<file path="src/rtl/teclado_scan_if.sv">
// Keypad matrix bundle: row lines in, column strobes and key events out.
// The scan driver takes the master side; the keypad/consumer takes the slave side.
interface teclado_scan_if;
  logic [2:0] linha_in;
  logic [2:0] coluna_out;
  logic [3:0] key_out;
  logic       key_valid_out;
  logic       key_held_out;

  modport master (
    input  linha_in,
    output coluna_out,
    output key_out,
    output key_valid_out,
    output key_held_out
  );

  modport slave (
    output linha_in,
    input  coluna_out,
    input  key_out,
    input  key_valid_out,
    input  key_held_out
  );
endinterface

</file>
<file path="src/rtl/teclado_scan.sv">
// 3x3 keypad scanner: one-hot column strobes, synchronized/debounced rows, key code 1..9.
// Optional TECLADO_AUTOREPEAT_EN adds periodic key_valid_out pulses while a key is held.
module teclado_scan #(
  parameter int SCAN_DIV       = 4,
  parameter int DEBOUNCE_SCANS = 3
`ifdef TECLADO_AUTOREPEAT_EN
  ,
  parameter int REPEAT_SCANS   = 8
`endif
) (
  input  logic           clock_in,
  input  logic           reset_in,
  teclado_scan_if.master kp
);

  typedef enum logic [1:0] {
    SCAN,
    DEBOUNCE,
    HELD
  } state_t;

  localparam int              DIV_W    = $clog2(SCAN_DIV);
  localparam logic [DIV_W-1:0] DIV_LAST = DIV_W'(SCAN_DIV - 1);
  localparam logic [3:0]      DEB_LIM  = 4'(DEBOUNCE_SCANS);

`ifdef TECLADO_AUTOREPEAT_EN
  localparam int              REP_W    = $clog2(REPEAT_SCANS + 1);
  localparam logic [REP_W-1:0] REP_LIM  = REP_W'(REPEAT_SCANS);

  logic [REP_W-1:0] rep_cnt_reg;
`else
  // Single pulse per press: no repeat counter exists in this build.
`endif

  state_t           state_reg;
  logic [DIV_W-1:0] div_reg;
  logic [2:0]       sync1_reg;
  logic [2:0]       sync2_reg;
  logic [2:0]       coluna_reg;
  logic [2:0]       row_reg;
  logic [3:0]       cand_reg;
  logic [3:0]       deb_cnt_reg;
  logic [3:0]       rel_cnt_reg;
  logic [3:0]       key_reg;
  logic             valid_reg;
  logic             held_reg;

  logic             tick;
  logic [2:0]       sample;
  logic [2:0]       row_hit;
  logic             single;
  logic [1:0]       col_idx;
  logic [1:0]       row_idx;
  logic [3:0]       code_now;
  logic             released;
  logic             release_done;

  assign tick   = (div_reg == DIV_LAST);
  assign sample = sync2_reg;

  // A row pattern is a usable key only when exactly one row line is high.
  generate
    for (genvar gi = 0; gi < 3; gi++) begin : g_row_hit
      localparam logic [2:0] ONEHOT = 3'(1 << gi);
      assign row_hit[gi] = (sample == ONEHOT);
    end
  endgenerate

  assign single   = |row_hit;
  assign col_idx  = {coluna_reg[2], coluna_reg[1]};
  assign row_idx  = {sample[2], sample[1]};
  assign code_now = ({2'b00, col_idx} * 4'd3) + {2'b00, row_idx} + 4'd1;

  // Only the latched row matters while held; other rows of this column are ignored.
  assign released     = ~|(sample & row_reg);
  assign release_done = released && ((rel_cnt_reg + 4'd1) == DEB_LIM);

  always_ff @(posedge clock_in) begin
    if (reset_in) begin
      div_reg   <= '0;
      sync1_reg <= '0;
      sync2_reg <= '0;
    end else begin
      div_reg   <= tick ? '0 : div_reg + DIV_W'(1);
      sync1_reg <= kp.linha_in;
      sync2_reg <= sync1_reg;
    end
  end

  always_ff @(posedge clock_in) begin
    if (reset_in) begin
      state_reg   <= SCAN;
      coluna_reg  <= 3'b001;
      row_reg     <= '0;
      cand_reg    <= '0;
      deb_cnt_reg <= '0;
      rel_cnt_reg <= '0;
      key_reg     <= '0;
      valid_reg   <= 1'b0;
      held_reg    <= 1'b0;
`ifdef TECLADO_AUTOREPEAT_EN
      rep_cnt_reg <= '0;
`endif
    end else begin
      valid_reg <= 1'b0;
      if (tick) begin
        unique case (state_reg)
          SCAN: begin
            if (single) begin
              row_reg     <= sample;
              cand_reg    <= code_now;
              deb_cnt_reg <= 4'd1;
              rel_cnt_reg <= '0;
`ifdef TECLADO_AUTOREPEAT_EN
              rep_cnt_reg <= '0;
`endif
              if (DEB_LIM == 4'd1) begin
                key_reg   <= code_now;
                valid_reg <= 1'b1;
                held_reg  <= 1'b1;
                state_reg <= HELD;
              end else begin
                state_reg <= DEBOUNCE;
              end
            end else begin
              coluna_reg <= {coluna_reg[1:0], coluna_reg[2]};
            end
          end

          DEBOUNCE: begin
            if (sample == row_reg) begin
              deb_cnt_reg <= deb_cnt_reg + 4'd1;
              if ((deb_cnt_reg + 4'd1) == DEB_LIM) begin
                key_reg   <= cand_reg;
                valid_reg <= 1'b1;
                held_reg  <= 1'b1;
                state_reg <= HELD;
              end
            end else begin
              // Column stays put here; the next tick in SCAN resumes rotation.
              deb_cnt_reg <= '0;
              state_reg   <= SCAN;
            end
          end

          HELD: begin
            if (release_done) begin
              held_reg    <= 1'b0;
              rel_cnt_reg <= '0;
              state_reg   <= SCAN;
            end else if (released) begin
              rel_cnt_reg <= rel_cnt_reg + 4'd1;
            end else begin
              rel_cnt_reg <= '0;
            end
`ifdef TECLADO_AUTOREPEAT_EN
            if (release_done) begin
              rep_cnt_reg <= '0;
            end else if ((rep_cnt_reg + REP_W'(1)) == REP_LIM) begin
              rep_cnt_reg <= '0;
              valid_reg   <= 1'b1;
            end else begin
              rep_cnt_reg <= rep_cnt_reg + REP_W'(1);
            end
`endif
          end

          default: state_reg <= SCAN;
        endcase
      end
    end
  end

  assign kp.coluna_out    = coluna_reg;
  assign kp.key_out       = key_reg;
  assign kp.key_valid_out = valid_reg;
  assign kp.key_held_out  = held_reg;

endmodule

</file>
<file path="src/flat_wrapper.sv">
// flat-port wrapper written by rule: the top's interface ports become plain ports
module teclado_scan_flat 
#(
  parameter int SCAN_DIV       = 4,
  parameter int DEBOUNCE_SCANS = 3

)
  (clock_in, reset_in, kp_linha_in, kp_coluna_out, kp_key_out, kp_key_valid_out, kp_key_held_out);
  teclado_scan_if kp_i ();
  input  logic clock_in;
  input  logic reset_in;
  input wire logic [$bits(kp_i.linha_in)-1:0] kp_linha_in;
  output wire logic [$bits(kp_i.coluna_out)-1:0] kp_coluna_out;
  output wire logic [$bits(kp_i.key_out)-1:0] kp_key_out;
  output wire logic [$bits(kp_i.key_valid_out)-1:0] kp_key_valid_out;
  output wire logic [$bits(kp_i.key_held_out)-1:0] kp_key_held_out;
  assign kp_i.linha_in = kp_linha_in;
  assign kp_coluna_out = kp_i.coluna_out;
  assign kp_key_out = kp_i.key_out;
  assign kp_key_valid_out = kp_i.key_valid_out;
  assign kp_key_held_out = kp_i.key_held_out;
  teclado_scan #(.SCAN_DIV(SCAN_DIV), .DEBOUNCE_SCANS(DEBOUNCE_SCANS)) u_core (.clock_in(clock_in), .reset_in(reset_in), .kp(kp_i));
endmodule
</file>
<file path="config.mk">
export PLATFORM = sky130hd
export DESIGN_NAME = teclado_scan_flat
export DESIGN_NICKNAME = d
export VERILOG_FILES = /design/src/rtl/teclado_scan_if.sv /design/src/rtl/teclado_scan.sv /design/src/flat_wrapper.sv
export SDC_FILE = /design/constraint.sdc
export NUM_CORES = 1
export LEC_CHECK = 0
export CAP_MARGIN = 20
export CORE_ASPECT_RATIO = 1.25
export CORE_MARGIN = 2
export CORE_UTILIZATION = 55
export CTS_CLUSTER_SIZE = 8
export DETAILED_ROUTE_END_ITERATION = 10
export PLACE_DENSITY = 0.76
export REMOVE_ABC_BUFFERS = 1
export SLEW_MARGIN = 25
export SYNTH_ARGS = -nofsm -noshare
export SYNTH_HDL_FRONTEND = slang
export SYNTH_SLANG_ARGS = --single-unit
export TNS_END_PERCENT = 1
</file>
<file path="constraint.sdc">
create_clock -name clock_in -period 4.14 [get_ports clock_in]
set_input_delay 0.828 -clock clock_in [delete_from_list [all_inputs] [get_ports clock_in]]
set_output_delay 0.828 -clock clock_in [all_outputs]
set_load 0.02 [all_outputs]
</file>
==> results.md, run 1 <==
* Ys async rst share at 0%
* R2r worst-path depth at 5
* Reg2reg setup slack at approximately 2.0 ns
* Yosys warns at 0
* Status: complete, no violations
* Avg Inst Size Synth at about 9.7 um^2
* Die Height at 66.7 um
* Post-synthesis cell area at between 1500 and 2000 um^2
* Initial antenna violation count at 0
* # setup viols final at 0
* Via count at 1330
* Clk buf depth at 2
* Setup_tns at 0 ns
* Final worst path period share at ~54%
* I/O Buffers at 13
* Slew Viols, Final at 0
* WP data arrival at 1.42 ns
* Routed length per placed instance at ~14 um
* Period minus WS final at around 2.2 ns
* Achievable Freq at about 0.44 GHz
* CP Launch Type: flop
* DRT antenna net count at 0
* Commonest register cell after synthesis: dfxtp_1
* TritonCTS clock tree: done
* FILL cells at between 200 and 300
* IR drop worst, VDD at about 0.28 mV
* GRT Residual Overflow at 0
* Yosys reg bits at 34
* FF/Latch Area at 681 um^2
* Reg2reg end: u_core.kp.key_out[2]
* Worst-Margin Slew at about 0.6 ns
* Sequential share of the synthesized area at 39.3%
* Lkg Pwr at between 0.7 and 0.8 nW
* Crit Path Category: flop to primary output
* Post-synth top cells: dfxtp_1 (34), nand2_1 (18), nor2_1 (12)
* Final hold viol count at 0
* CTS Buf Count at 5
* Layout cells sized above 1 at about 11%
* Total power at 0.709 mW
* Routability cong. at between 0.7 and 0.8
* Initial Util at roughly 58%
* Pwr Density at 357 nW/um^2
* Total of max-cap violations at 0
* Total GRT Usage at 21.4%
* Hold Path Origin: u_core.sync1_reg[1]
* Multi-input gate area at 988 um^2
* I/O pin cnt at 14
* Worst hold slack at approximately 0.45 ns
* Critical Path RT at 3.31 ns
* 1st-iter DRT viols at 19
* DRC viols at 0
* EDFF count, synth at 0
* # diodes at 0
* CP max FO at 5
* Clock sink total at 34
* RR Startpoint: u_core.sample[1]
* Synth area leaders: dfxtp_1 (39%), ha_1 (7.9%), mux2i_1 (6.4%)
* Unrepaired setup endpoints after global routing: no
* Delay-heaviest family, CP: buffers and inverters
* Mapped Cells at about 180
* Crit path buf inv count at 1
* # rows at 22
* Detailed Routing Iterations Pass 1 at 4
* Later-pin clock latency in the skew report at around 0.34 ns
* Post CTS Setup Buffer Count at 0
* Crit path depth at 1
* Worst-path cell chain: clkdlybuf4s50_1
* Die width at ~54 um
* Rel. slew slack at about three fifths
* Clock H-tree levels at 2
* Fin worst setup slack at between 1.5 and 2 ns
* Layout Nets at 211
* Area share of the largest cell type after synthesis at 39.3%
* Critical path origin: u_core.kp.coluna_out[1]
* CTS Hold Bufs at 0
* Worst Setup End Kind: primary output
* Post-CTS sizing at 0
* Worst-path clk slew at between 0.1 and 0.15 ns
* Top-count cell post-synth: dfxtp_1
* HP Class: flop to flop
* First-pass GRT wire length at 5.65 mm
* Largest net degree at the start of global routing at 18
* Crit-path max cell delay at 0.64 ns
* Clock skew at roughly 0.0073 ns
* Post-place setup slack at between 1.5 and 2 ns
* Vias/cell at 5.78
* Count of cell types in the netlist at a little over 50
* WL final at 3.23 mm
* CTS root buf: clkbuf_4
* Number of global-route vias before repair at 1298
* Die footprint at about 3600 um^2
* Crit path max-delay cell type: clkdlybuf4s50_1
* Layout area overhead at 14.6%
* Core footprint at around 3000 um^2
* Top cell type by total area after synthesis: dfxtp_1
* Critical path capture point: kp_coluna_out[1]
* Dpl hpwl at between 2 and 2.5 mm
## metal layers
| metal | wire length, um | vias up | track usage (%) |
|---|---|---|---|
| met5 | 0 | - | 0 |
| met4 | 74 | 0 | 10.6 |
| met3 | 122 | 7 | 6.05 |
| met2 | 1600 | 26 | 35.4 |
| met1 | 1430 | 629 | 24.6 |
| li1 | - | 668 | - |
## layout make-up
cell class	instances	area share (%)
multi-input cells	131	49.8
flip-flops and latches	34	34.3
repair buffers	14	6.94
clock inverters	3	3.47
well taps	36	2.27
clock buffers	5	1.89
inverters	7	1.32
## kinds of logic (layout without fill, tap and decap cells)
| group | Yosys count | in the layout | share of synthesized area (%) |
|---|---|---|---|
| multiplexers | 11 | 11 | 6.36 |
| buffers and inverters | 14 | 29 | 3.61 |
| AO/OA/AOI/OAI | 37 | 37 | 17.1 |
| adder cells (fa/ha/maj) | 13 | 13 | 10.3 |
| flip-flops | 34 | 34 | 39.3 |
| XOR/XNOR | 4 | 4 | 2.02 |
| AND/OR/NAND/NOR | 66 | 66 | 21.4 |
## worst min-delay path by stage
| stage | cells past startpoint | endpoint | slack (ns) |
|---|---|---|---|
| final | 1 | u_core.sample[1] | 0.45 |
| after global routing | 1 | u_core.sample[1] | 0.46 |
| after CTS | 1 | u_core.sample[0] | 0.46 |
| after detailed placement | 1 | u_core.sample[0] | 0.43 |
| after global placement | 1 | u_core.div_reg[0] | 0.42 |
| after floorplan | 1 | u_core.div_reg[0] | 0.40 |
## where the power goes
part	switching, mW	total (mW)	internal [mW]
sequential	0.00733	0.343	0.336
combinational	0.0295	0.0534	0.0240
clock	0.123	0.312	0.189
total	0.160	0.709	0.548
## cell usage in the layout (no fill, tap or decap), types with 5 or more instances in the layout
master	instances
dfxtp_1	34
nand2_1	18
clkdlybuf4s50_1	13
nor2_1	12
mux2i_1	11
ha_1	11
a21oi_1	9
inv_1	7
nor2b_1	6
clkbuf_4	5
## stage by stage
step,cells,area [um^2],utilization (%)
4_1_cts,230,1980,66.8
2_1_floorplan,172,1700,-
6_report,230,1980,66.8
5_1_grt,230,1980,66.8
3_3_place_gp,222,1880,63.2
3_5_place_dp,222,1880,63.2
Power figures use the tool's default switching activity.
==> run 2, diff against run 1 <==
==> constraint.sdc (replaced) <==
create_clock -name clock_in -period 2.3 [get_ports clock_in]
set_input_delay 0.46 -clock clock_in [delete_from_list [all_inputs] [get_ports clock_in]]
set_output_delay 0.46 -clock clock_in [all_outputs]
set_load 0.02 [all_outputs]
==> run 2 against run 1 <==
Die area unchanged. Critical path type is now flop to flop. Largest power group unchanged. Combinational power increased by 82%. Sequential power increased by 80%. Sequential share of layout area increased by 0.57 points.
==> results.md, run 2 (synthesis gave the netlist of run 1 again) <==
* Final worst path period share at 89.9%
* Period minus WS final at 2.07 ns
* FILL cells at 269 (+4.3%)
* Setup_tns at 0 ns (unchanged)
* Routability cong. at 0.762 (-1.2%)
* GRT Residual Overflow at 0 (unchanged)
* Total GRT Usage at 20.8% (-0.68 points)
* Total of max-cap violations at 0 (unchanged)
* Clock H-tree levels at 2 (unchanged)
* Layout area overhead at 12.7%
* Unrepaired setup endpoints after global routing: no
* Clock skew at 0.00530 ns (-0.00202 ns)
* I/O pin cnt at 14 (unchanged)
* # diodes at 0 (unchanged)
* CTS root buf: clkbuf_4
* Pwr Density at 536 nW/um^2 (+50%)
* WP data arrival at 2.35 ns (+0.93 ns)
* Register share of total power at 59.0% (+11 points)
* Status: complete, no violations
* DRT antenna net count at 0 (unchanged)
* Number of global-route vias before repair at 1266 (-2.5%)
* I/O Buffers at 13 (unchanged)
* Worst hold slack at 0.435 ns (-0.0148 ns)
* WL final at 3.20 mm (-1.1%)
* CP max FO at 8 (+3)
* Commonest non-fill, non-tap cell in the layout: dfxtp_1
* Achievable Freq at 0.483 GHz
* Slew Viols, Final at 0 (unchanged)
* Switch Pwr at 0.279 mW (+74%)
* First-pass GRT wire length at 5.38 mm (-4.9%)
* Most frequent cells in the layout: dfxtp_1 (34), nand2_1 (18), clkdlybuf4s50_1 (13), nor2_1 (12)
* Dpl hpwl at 2.42 mm (+2.6%)
* Layout Nets at 213 (+0.95%)
* Initial antenna violation count at 0 (unchanged)
* TritonCTS clock tree: done
* Post-CTS sizing at 0 (unchanged)
* 1st-iter DRT viols at 39 (+20)
* Via count at 1330 (unchanged)
* # setup viols final at 0 (unchanged)
* Post CTS Setup Buffer Count at 0 (unchanged)
* Final core utilization at 65.7% (-1.1 points)
* CTS Hold Bufs at 0 (unchanged)
* Lkg Pwr at 0.710 nW (-2.1%)
* HP Class: flop to flop
* Critical path origin: u_core.sample[0]
* Rel. slew slack at 64.5% (+5.4 points)
* Initial Util at 58.2% (unchanged)
* Pint at 0.767 mW (+40%)
* IR drop worst, VDD at 0.493 mV (+75%)
* Worst Setup End Kind: flop
* Routed length per placed instance at 13.8 um (-1.9%)
* CTS Buf Count at 5 (unchanged)
* Worst-path clk slew at 0.11 ns (about the same)
* Vias/cell at 5.73 (-0.86%)
* Detailed Routing Iterations Pass 1 at 6 (+2)
* Hold Path Origin: u_core.div_reg[0]
* Final Cell Area at 1950 um^2 (-1.6%)
* Final hold viol count at 0 (unchanged)
* CP Launch Type: flop
* Worst-Margin Slew at 0.528 ns (-0.0804 ns)
* Clock group share of total power at 31.8% (-12 points)
* DP Area at 1890 um^2 (+0.80%)
* Largest net degree at the start of global routing at 19 (+1)
* Later-pin clock latency in the skew report at 0.35 ns (about the same)
* Die Height at 66.7 um (unchanged)
* Switching power share of the total at 26.7% (+4.1 points)
* DRC viols at 0 (unchanged)
* Clock sink total at 34 (unchanged)
* Die footprint at 3620 um^2 (unchanged)
* # rows at 22 (unchanged)
* Crit Path Category: flop to flop
* Logic gate share of total power at 9.3% (+1.8 points)
* Core footprint at 2970 um^2 (unchanged)
* RR Startpoint: u_core.sample[0]
* Critical Path RT at 2.58 ns (-0.73 ns)
* Layout cells sized above 1 at 12.2% (+0.90 points)
* Clk buf depth at 2 (unchanged)
* Reg2reg setup slack at 0.23 ns (-1.74 ns)
* Die width at 54.2 um (unchanged)
run 2: cell count changes in the layout (fill, tap and decap cells not counted), sizes merged:
cell / change
buf: +2
bufinv: -2
clkinv: +1
clkinvlp: +1
run 2: power by group through the flow:
stage / clock network (mW) / logic, mW / registers [mW]
global placement: 0 / 0.0945 / 0.629
detailed placement: 0 / 0.0981 / 0.630
finish: 0.332 / 0.0970 / 0.616
CTS: 0.340 / 0.0982 / 0.617
global route: 0.362 / 0.109 / 0.619
floorplan: 0 / 0.0604 / 0.630
run 2: critical path: stages (launching register included):
cell and delay (ns):
dfxtp_1 0.47, ha_1 0.28, nor3_1 0.47, nand3_1 0.24, nor2_2 0.31, mux2i_1 0.23
run 2: worst paths after layout:
kind | depth (start not counted) | endpoint
min reg2reg | 1 | u_core.div_reg[0]
min | 1 | u_core.div_reg[0]
max reg2reg | 5 | u_core.kp.key_out[0]
max | 5 | u_core.kp.key_out[0]
run 2: per-stage QoR:
stage / total power [mW] / setup slack [ns] / instances
4_1_cts: 1.05 / 0.211 / 232
3_5_place_dp: 0.728 / 0.253 / 224
5_1_grt: 1.09 / 0.0396 / 232
3_3_place_gp: 0.724 / 0.427 / 224
6_report: 1.05 / 0.231 / 232
2_1_floorplan: 0.690 / 0.443 / 172
run 2: final cells by class:
class	instances	area (um^2)	area share [%]
repair buffers	16	153	7.82
clock inverters	3	21.3	1.09
flip-flops and latches	34	681	34.9
inverters	7	26.3	1.35
well taps	36	45.0	2.31
multi-input cells	131	988	50.6
clock buffers	5	37.5	1.92
run 2: layer usage:
layer,wire (um),track usage (%)
met4,70,10.3
met1,1380,23.8
met5,0,0
met2,1620,34.0
met3,133,6.28
